**config.mk**
```make
export PLATFORM = sky130hd
export DESIGN_NAME = cache_ctrl
export DESIGN_NICKNAME = d
export VERILOG_FILES = /design/src/rtl/cache_ctrl.sv
export SDC_FILE = /design/constraint.sdc
export NUM_CORES = 1
export LEC_CHECK = 0
export CORE_ASPECT_RATIO = 0.9
export CORE_MARGIN = 5
export CORE_UTILIZATION = 45
export DETAILED_ROUTE_END_ITERATION = 7
export HOLD_SLACK_MARGIN = 0.15
export SYNTH_ARGS = -nofsm -noshare
export SYNTH_HDL_FRONTEND = slang
export SYNTH_SLANG_ARGS = --single-unit
```
**constraint.sdc**
```tcl
create_clock -name clk -period 5.81 [get_ports clk]
set_clock_uncertainty 0.05 [all_clocks]
set_input_delay 0.8715 -clock clk [delete_from_list [all_inputs] [get_ports clk]]
set_output_delay 0.8715 -clock clk [all_outputs]
set_load 0.02 [all_outputs]
```
**src/rtl/cache_ctrl.sv**
```systemverilog
`default_nettype none
// ============================================================================
// Module   : cache_ctrl
// Brief    : 16-line direct-mapped, write-through / no-write-allocate cache
//            controller with a single-outstanding-request backing-memory port.
// Revision : 1.0 - initial release
// ============================================================================
module cache_ctrl (
  input  logic        clk,
  input  logic        rst,
  input  logic [15:0] addr,
  input  logic [15:0] data_in,
  input  logic        rd,
  input  logic        wr,
  output logic [15:0] data_out,
  output logic        done,
  output logic        stall,
  output logic        cache_hit,
  output logic        err,
  output logic [15:0] mem_addr,
  output logic [15:0] mem_wdata,
  output logic        mem_rd,
  output logic        mem_wr,
  input  logic [15:0] mem_rdata,
  input  logic        mem_ready
);

  localparam int C_LINES = 16;
  localparam int C_TAG_W = 11;

  typedef enum logic [1:0] {
    ST_IDLE  = 2'd0,
    ST_FILL  = 2'd1,
    ST_WRITE = 2'd2
  } state_t;

  state_t               r_state;
  logic [C_LINES-1:0]   r_valid;
  logic [C_TAG_W-1:0]   r_tag  [C_LINES];
  logic [15:0]          r_data [C_LINES];
  logic [15:0]          r_req_addr;
  logic [15:0]          r_req_din;
  logic                 r_req_rd;
  logic                 r_req_wr;

  logic [3:0]           w_idx;
  logic [C_TAG_W-1:0]   w_tag;
  logic                 w_hit;
  logic                 w_req_changed;
  logic [15:0]          w_mem_addr;

  // Lookup uses the live address in IDLE and the captured one while busy.
  always_comb begin
    if (r_state == ST_IDLE) begin
      w_idx = addr[4:1];
      w_tag = addr[15:5];
    end else begin
      w_idx = r_req_addr[4:1];
      w_tag = r_req_addr[15:5];
    end
    w_hit         = r_valid[w_idx] && (r_tag[w_idx] == w_tag);
    w_req_changed = ({addr, data_in, rd, wr} !=
                     {r_req_addr, r_req_din, r_req_rd, r_req_wr});
    w_mem_addr    = {r_req_addr[15:1], 1'b0};
  end

  always_ff @(posedge clk) begin
    if (rst) begin
      r_state    <= ST_IDLE;
      r_valid    <= '0;
      r_req_addr <= '0;
      r_req_din  <= '0;
      r_req_rd   <= 1'b0;
      r_req_wr   <= 1'b0;
    end else begin
      case (r_state)
        ST_IDLE: begin
          r_req_addr <= addr;
          r_req_din  <= data_in;
          r_req_rd   <= rd;
          r_req_wr   <= wr;
          // rd and wr together is an error but still completes as a store
          if (wr) begin
            r_state <= ST_WRITE;
          end else if (rd && !w_hit) begin
            r_state <= ST_FILL;
          end
        end
        ST_FILL: begin
          if (mem_ready) begin
            r_valid[w_idx] <= 1'b1;
            r_tag[w_idx]   <= w_tag;
            r_data[w_idx]  <= mem_rdata;
            r_state        <= ST_IDLE;
          end
        end
        ST_WRITE: begin
          if (mem_ready) begin
            if (w_hit) begin
              r_data[w_idx] <= r_req_din;
            end
            r_state <= ST_IDLE;
          end
        end
        default: r_state <= ST_IDLE;
      endcase
    end
  end

  always_comb begin
    data_out  = '0;
    done      = 1'b0;
    stall     = 1'b0;
    cache_hit = 1'b0;
    err       = 1'b0;
    mem_addr  = '0;
    mem_wdata = '0;
    mem_rd    = 1'b0;
    mem_wr    = 1'b0;
    if (!rst) begin
      case (r_state)
        ST_IDLE: begin
          err = (rd && wr) || mem_ready;
          if (wr) begin
            stall = 1'b1;
          end else if (rd) begin
            if (w_hit) begin
              done      = 1'b1;
              cache_hit = 1'b1;
              data_out  = r_data[w_idx];
            end else begin
              stall = 1'b1;
            end
          end
        end
        ST_FILL: begin
          mem_rd   = 1'b1;
          mem_addr = w_mem_addr;
          err      = w_req_changed;
          if (mem_ready) begin
            done     = 1'b1;
            data_out = mem_rdata;
          end else begin
            stall = 1'b1;
          end
        end
        ST_WRITE: begin
          mem_wr    = 1'b1;
          mem_addr  = w_mem_addr;
          mem_wdata = r_req_din;
          err       = w_req_changed;
          if (mem_ready) begin
            done      = 1'b1;
            cache_hit = w_hit;
          end else begin
            stall = 1'b1;
          end
        end
        default: ;
      endcase
    end
  end

endmodule
`default_nettype wire

```
==> run metrics, run 1 <==
total of max-cap violations=0; flops & latches, synth=around 480; overflow left after global routing=0; count of flip-flops with a built-in enable after synthesis=432; clock insertion delay at the later pin of the skew report=between 0.5 and 0.6 ns; unrepaired setup endpoints after global routing=true; cell depth of the worst min-delay path=1; category of the worst setup path capture point=primary output; Routed Wire Length=around 57000 microns; syn_nets=roughly 1300; post-layout net count=between 1000 and 1500; Inserted Diodes=0; Ports=roughly 110; Worst Setup Slack, final=0.0975 ns; asr flop ratio synth=0; sink count of the clock tree=between 400 and 500; vias after detailed routing=12302; count of port buffers added during placement=about 110; power density normalized to cell area=roughly 330 nW/um^2; max_slew headroom=0.0669; worst setup slack after placement=-0.0418 ns; endpoint arrival time on the critical path=~4.8 ns; transition time at the pin with the least slew margin=1.39 ns; maximum ir drop on the vdd rail=0.281 mV; clock-pin slew reported for the worst setup and hold paths after clock tree synthesis=0.06 ns; critical setup path kind=primary input to primary output; Hold Path Class=flop to flop; Top FF cell, synth=edfxtp_1; initial antenna violation count=4; kind of start point of the critical path=primary input; final std cells w/o fill=2049; maximum fanout encountered on the critical timing path=19; via count of the first global-routing pass=between 10000 and 15000; Die Outline Area=around 50000 sq um; cell area after technology mapping=roughly 20000 sq um; pin count of the biggest net entering global routing=41; number of core rows=73; DRC violation count after routing=0; Final Critical Period=around 5.7 ns; clock tree from TritonCTS=done; commonest cells after routing, fill and taps aside=edfxtp_1 (432), clkdlybuf4s50_1 (104), a21o_1 (97); number of warnings printed during yosys synthesis=0; Leak=8.39 nW; hold buffer count at cts=0; clock buffer depth=3; overall global routing resource usage=0.229; post-synthesis sequential area ratio=0.691; number of H-tree levels=2; Inserted Clock Buffers=between 40 and 50; average cell area after synthesis=16.4 sq um; count of mapped cells out of synthesis=around 1200; library cell with the largest summed area after synthesis=edfxtp_1; number of routed nets with antenna violations=0; routability congestion estimate=0.898; Setup TNS=0 ns; outcome=finished, final reports clean; depth of the worst register-to-register path=16; first drt pass iteration count=5; layout-stage area growth over the synthesis result=20.6%; Tcrit/Tclk final=0.983; Synth area leaders=edfxtp_1 (64%), mux4_2 (7.9%), dfxtp_1 (5.1%); cell at the root of the clock tree=clkbuf_16; per-cell routed wire length=28.0 microns; total count of max-transition violations in the final report=0; Req. time, crit path=~4.9 ns; final core utilization=0.551; most frequent standard cell in the layout excluding fill and tap cells=edfxtp_1; vertical die dimension=211 microns; starting density of the core=0.457; Setup-failing EPs final=0; DRC violation total after the first TritonRoute iteration=roughly 1300; highest clock rate=around 0.18 GHz; first-pass GRT wire length=83600 microns; fraction of layout instances using a drive strength above 1=0.213; floorplan core area=44400 sq um; total half-perimeter wirelength after legalization and detailed placement=roughly 36000 microns; overall power after layout=slightly above 8 mW; final-report hold violation count=0; detailed-route vias per instance=~6; number of placed instances, taps included=1950; Die X=234 microns; area share of the largest cell type after synthesis=0.640; distinct cell type count of the synthesized netlist=65
## sequential cells by signal (all words and copies together) (netlist names)
signal      count
r_req_rd        1
r_tag         176
r_valid        16
r_req_din      16
r_req_wr        1
r_state         2
r_data        256
r_req_addr     16
## path summary, 6_finish.rpt
| check | start | end | slack [ns] |
|---|---|---|---|
| worst min-delay path | r_valid[4] | r_valid[4] | 0.40 |
| worst max-delay path | addr[1] | done | 0.1 |
| worst min register to register | r_valid[4] | r_valid[4] | 0.40 |
| worst max register to register | r_state[1] | r_data[4][1] | 1.39 |
## through the flow
| stage | hold slack, ns | cell area [sq um] |
|---|---|---|
| 2_1_floorplan | 0.376 | 20300 |
| 3_3_place_gp | 0.382 | 22700 |
| 3_5_place_dp | 0.391 | 22700 |
| 4_1_cts | 0.405 | 24300 |
| 5_1_grt | 0.412 | 24500 |
| 6_report | 0.400 | 24500 |
## synthesized netlist by cell type, drive strengths merged, types with 2 or more instances
master and number:
edfxtp 432, a21o 97, mux4 71, a21oi 66, nor2 57, dfxtp 52, buf 50, mux2i 38
o22ai 38, and2 37, clkbuf 35, xnor2 25, nand2 24, xor2 20, o21ai 19, a211oi 18
or3 18, a41oi 17, mux2 16, o41ai 15, inv 14, nor4 13, nand4 12, nor2b 7
o2111ai 5, ha 4, a2111oi 3, nand2b 3, nand3b 3, nor3 3, or3b 3, a22oi 2
a31oi 2, o22a 2
## power by group
group	switching [mW]	internal (mW)
Clock	1.31	1.79
Combinational	0.673	0.485
Sequential	0.0434	3.86
Total	2.03	6.13
## layout make-up
type / instances / area [sq um]
clock inverters: 19 / 136
flip-flops and latches: 484 / 14000
clock buffers: 71 / 1450
fillers: 3626 / 19900
multi-input cells: 653 / 6070
repair buffers: 207 / 1990
inverters: 15 / 56.3
well taps: 600 / 751
## critical path, cell delays in order
cell             delay (ns)
clkdlybuf4s50_1        0.49
buf_4                  0.21
nand3_2                0.09
buf_4                  0.27
buf_4                  0.19
a21o_1                 0.12
a41oi_1                0.14
a2111oi_2              0.34
buf_4                  0.18
xnor2_1                0.11
nor4b_4                0.27
nand4_2                0.17
buf_12                 0.21
a211oi_1               0.32
buf_4                  0.19
clkdlybuf4s50_1        0.60
## timing repair
action	4_1_cts	5_1_grt
buffers inserted	2	7
gates resized for setup	6	10
pin swaps	1	2
cloned	0	0
endpoints found under the setup margin	19	5
## routing by layer
layer	track usage	share of wire	up-vias
met5	0	0.00084	-
li1	-	-	5270
met4	0.0609	0.030	8
met2	0.363	0.47	561
met1	0.327	0.41	6339
met3	0.0491	0.086	124
## cell families (layout without fill, tap and decap cells)
family | count (synthesis) | count (layout) | synth area share
xor+xnor | 45 | 45 | 0.0194
buf+inv | 100 | 312 | 0.0239
fa+ha+maj | 4 | 4 | 0.00247
flops | 484 | 484 | 0.691
mux | 125 | 125 | 0.109
simple gates | 185 | 185 | 0.0511
compound gates | 293 | 293 | 0.103
other cells | 1 | 1 | 0.000185
Power figures use the tool's default switching activity.
==> run 2: changes to the inputs <==
Settings changed: CTS_CLUSTER_DIAMETER from default to 100.
==> results of run 2 <==
Final layout, timing and power as in run 1 (identical DEF).
==> run 3: changes to the inputs <==
Settings changed: ABC_AREA from default to 1.
==> run metrics, run 3 <==
via count of the first global-routing pass=15014 (was 12136); routability congestion estimate=0.868 (was 0.898); DRC violation total after the first TritonRoute iteration=1653 (was 1282); worst r2r dst=r_data[13][7] (was r_data[4][1]); count of mapped cells out of synthesis=2085 (was 1237); endpoint arrival time on the critical path=4.55 ns (was 4.79 ns); Routed Wire Length=60800 microns (was 57400 microns); Int Power=6.17 mW (was 6.13 mW); layout-stage area growth over the synthesis result=16.8% (was 20.6%); critical path's top delay family=buffers and inverters (unchanged); Top FF cell, synth=edfxtp_1 (unchanged); biggest regs=r_data (256), r_tag (176) (unchanged); pin count of the biggest net entering global routing=89 (was 41); Top reg by flops=r_data (unchanged); initial antenna violation count=0 (was 4); cell count along the critical path=19 (was 16); FILL cells=4068 (was 3626); Req. time, crit path=4.89 ns (about the same); kind of start point of the critical path=primary input (unchanged); Net Sw Frac=0.285 (was 0.249); buffers inserted during post-CTS setup optimization=0 (was 2); area share of the largest cell type after synthesis=0.605 (was 0.640); fraction of layout instances using a drive strength above 1=0.0927 (was 0.213); maximum fanout encountered on the critical timing path=21 (was 19); slowest stage cell, crit path=clkdlybuf4s50_1 (unchanged); number of core rows=75 (was 73); Setup-failing EPs final=0 (unchanged); unrepaired setup endpoints after global routing=false (was true); maximum ir drop on the vdd rail=0.235 mV (was 0.281 mV); Tcrit/Tclk final=0.941 (was 0.983); flip-flop count of the largest register after layout=256 (unchanged); number of placed instances, taps included=2766 (was 1950); Critical path origin=addr[2] (was addr[1]); clock-pin slew reported for the worst setup and hold paths after clock tree synthesis=0.06 ns (about the same); most frequent cell after synthesis=nand2_1 (was edfxtp_1); final-report hold violation count=0 (unchanged); total count of max-transition violations in the final report=0 (unchanged); commonest cells in the netlist=nand2_1 (595), edfxtp_1 (432), inv_1 (199) (was edfxtp_1 (432), a21o_1 (97), mux4_2 (71)); Die X=240 microns (was 234 microns); proportion of power drawn by combinational gates=0.178 (was 0.142); clock buffer depth=3 (unchanged); total of max-cap violations=0 (unchanged); commonest cells after routing, fill and taps aside=nand2_1 (594), edfxtp_1 (432), inv_1 (199) (was edfxtp_1 (432), clkdlybuf4s50_1 (104), a21o_1 (97)); Final Critical Period=5.47 ns (was 5.71 ns); Switching Power=2.46 mW (was 2.03 mW); clock tree from TritonCTS=done (unchanged); critical setup path kind=primary input to primary output (unchanged); vias after detailed routing=15689 (was 12302); Die Outline Area=52100 sq um (was 49400 sq um); most frequent standard cell in the layout excluding fill and tap cells=nand2_1 (was edfxtp_1); Synth area leaders=edfxtp_1 (61%), nand2_1 (10%), dfxtp_1 (4.9%) (was edfxtp_1 (64%), mux4_2 (7.9%), dfxtp_1 (5.1%)); max_slew headroom=0.229 (was 0.0669); register share of total power=0.453 (was 0.478); vertical die dimension=217 microns (was 211 microns); Ports=107 (unchanged); number of routed nets with antenna violations=0 (unchanged); flops & latches, synth=484 (unchanged); transition time at the pin with the least slew margin=1.15 ns (was 1.39 ns); post-synthesis sequential area ratio=0.654 (was 0.691); floorplan core area=46800 sq um (was 44400 sq um); asr flop ratio synth=0 (unchanged); maximum cell stage delay along the critical path=0.65 ns (was 0.60 ns); Inserted Diodes=0 (unchanged); count of flip-flops with a built-in enable after synthesis=432 (unchanged); detailed-route vias per instance=5.49 (was 6.00); final std cells w/o fill=2859 (was 2049); cell at the root of the clock tree=clkbuf_16 (unchanged); sequence of cells on the critical path=clkdlybuf4s50_1, inv_1, nand2_1, o21ai_4, buf_4, buf_4, nand2_1, nand2_1, nand2_1, nand2_1, nor2_1, nand2_1, o21ai_1, nor2_1, nand2_1, nor2_8, nand4_1, a21oi_1, clkdlybuf4s50_1 (was clkdlybuf4s50_1, buf_4, nand3_2, buf_4, buf_4, a21o_1, a41oi_1, a2111oi_2, buf_4, xnor2_1, nor4b_4, nand4_2, buf_12, a211oi_1, buf_4, clkdlybuf4s50_1); sink count of the clock tree=484 (unchanged); library cell with the largest summed area after synthesis=edfxtp_1 (unchanged); clock insertion delay at the later pin of the skew report=0.60 ns (was 0.57 ns); syn_nets=2142 (was 1294); outcome=finished, final reports clean (unchanged); per-cell routed wire length=21.3 microns (was 28.0 microns); Inserted Clock Buffers=50 (was 49); Hold Path Class=flop to flop (unchanged); depth of the worst register-to-register path=21 (was 16); starting density of the core=0.458 (was 0.457); overflow left after global routing=0 (unchanged); r2r setup slk=1.09 ns (was 1.39 ns); first-pass GRT wire length=92400 microns (was 83600 microns); Worst path most repeated cell=nand2_1 (was buf_4); number of warnings printed during yosys synthesis=0 (unchanged); CP bufs+invs=5 (was 8); Setup TNS=0 ns (unchanged); power density normalized to cell area=345 nW/um^2 (was 333 nW/um^2); source of the worst register-to-register timing path=r_state[1] (unchanged); overall global routing resource usage=0.231 (was 0.229); number of H-tree levels=2 (unchanged); termination of the worst setup path=cache_hit (was done); count of port buffers added during placement=105 (unchanged); highest clock rate=0.183 GHz (was 0.175 GHz); average cell area after synthesis=10.3 sq um (was 16.4 sq um); category of the worst setup path capture point=primary output (unchanged); hold buffer count at cts=0 (unchanged); DRC violation count after routing=0 (unchanged); post-layout net count=2259 (was 1467); relative contribution of the clock network to total power=0.369 (was 0.380); distinct cell type count of the synthesized netlist=41 (was 65); first drt pass iteration count=5 (unchanged); cell area after technology mapping=21400 sq um (was 20300 sq um); total half-perimeter wirelength after legalization and detailed placement=38300 microns (was 36500 microns); Leak=9.75 nW (was 8.39 nW)
## run 3: layout make-up
class	count	area (sq um)	area share
multi-input combinational	1272	6110	0.244
sequential	484	14000	0.560
timing repair buffer	185	1750	0.0698
tap	616	771	0.0308
inverter	209	792	0.0316
clock inverter	30	285	0.0114
clock buffer	63	1320	0.0527
## run 3: worst min-delay path by stage
| stage | cells past startpoint | slack [ns] | to | startpoint |
|---|---|---|---|---|
| after floorplan | 2 | 0.38 | r_valid[10] | r_valid[10] |
| after global placement | 2 | 0.39 | r_valid[14] | r_valid[14] |
| after detailed placement | 2 | 0.40 | r_valid[12] | r_valid[12] |
| after CTS | 2 | 0.43 | r_valid[10] | r_valid[10] |
| after global routing | 2 | 0.45 | r_valid[15] | r_valid[15] |
| final | 2 | 0.43 | r_valid[10] | r_valid[10] |
## run 3: worst min-delay path: cells and delay by family (launching register included)
kind	cells	cell delay, ns
AND/OR/NAND/NOR	1	0.05
AO/OA/AOI/OAI	1	0.06
flip-flops	1	0.33
## run 3: timing repair
item	in CTS	in global routing
pin swaps	0	1
resized for setup	1	2
endpoints found under the setup margin	18	18
## run 3: logic make-up (layout without fill, tap and decap cells)
logic type | Yosys count | count (layout) | share of synthesized area
adders and majority gates | 4 | 4 | 0.00234
and+or+nand+nor | 978 | 978 | 0.194
DFF | 484 | 484 | 0.654
buffers and inverters | 329 | 487 | 0.0635
xor gates and xnor gates | 19 | 19 | 0.00776
other | 1 | 1 | 0.000175
AOI/OAI and AO/OA | 270 | 270 | 0.0789
## run 3: power groups by stage
stage	combinational (mW)	sequential (mW)	clock, mW
after floorplan	0.969	3.97	0
after global placement	1.50	3.98	0
after detailed placement	1.52	3.98	0
after CTS	1.53	3.91	3.23
after global routing	1.70	3.91	3.38
final	1.54	3.91	3.18
## run 3: per-stage QoR
step           utilization  power [mW]  instance area [sq um]  setup WS, ns  hold slack [ns]
6_report             0.535        8.63                  25000         0.342            0.427
5_1_grt              0.535        8.98                  25000        0.0411            0.447
4_1_cts              0.534        8.66                  25000         0.123            0.427
3_5_place_dp         0.500        5.50                  23400         0.410            0.395
3_3_place_gp         0.500        5.48                  23400         0.392            0.389
2_1_floorplan            -        4.94                  21400          2.06            0.379
## run 3: metal layers
| metal | wire (microns) | up-vias | track usage |
|---|---|---|---|
| li1 | - | 7355 | - |
| met2 | 27100 | 646 | 0.352 |
| met1 | 27200 | 7597 | 0.347 |
| met4 | 1290 | 0 | 0.0571 |
| met3 | 5250 | 91 | 0.0424 |
| met5 | 0 | - | 0 |
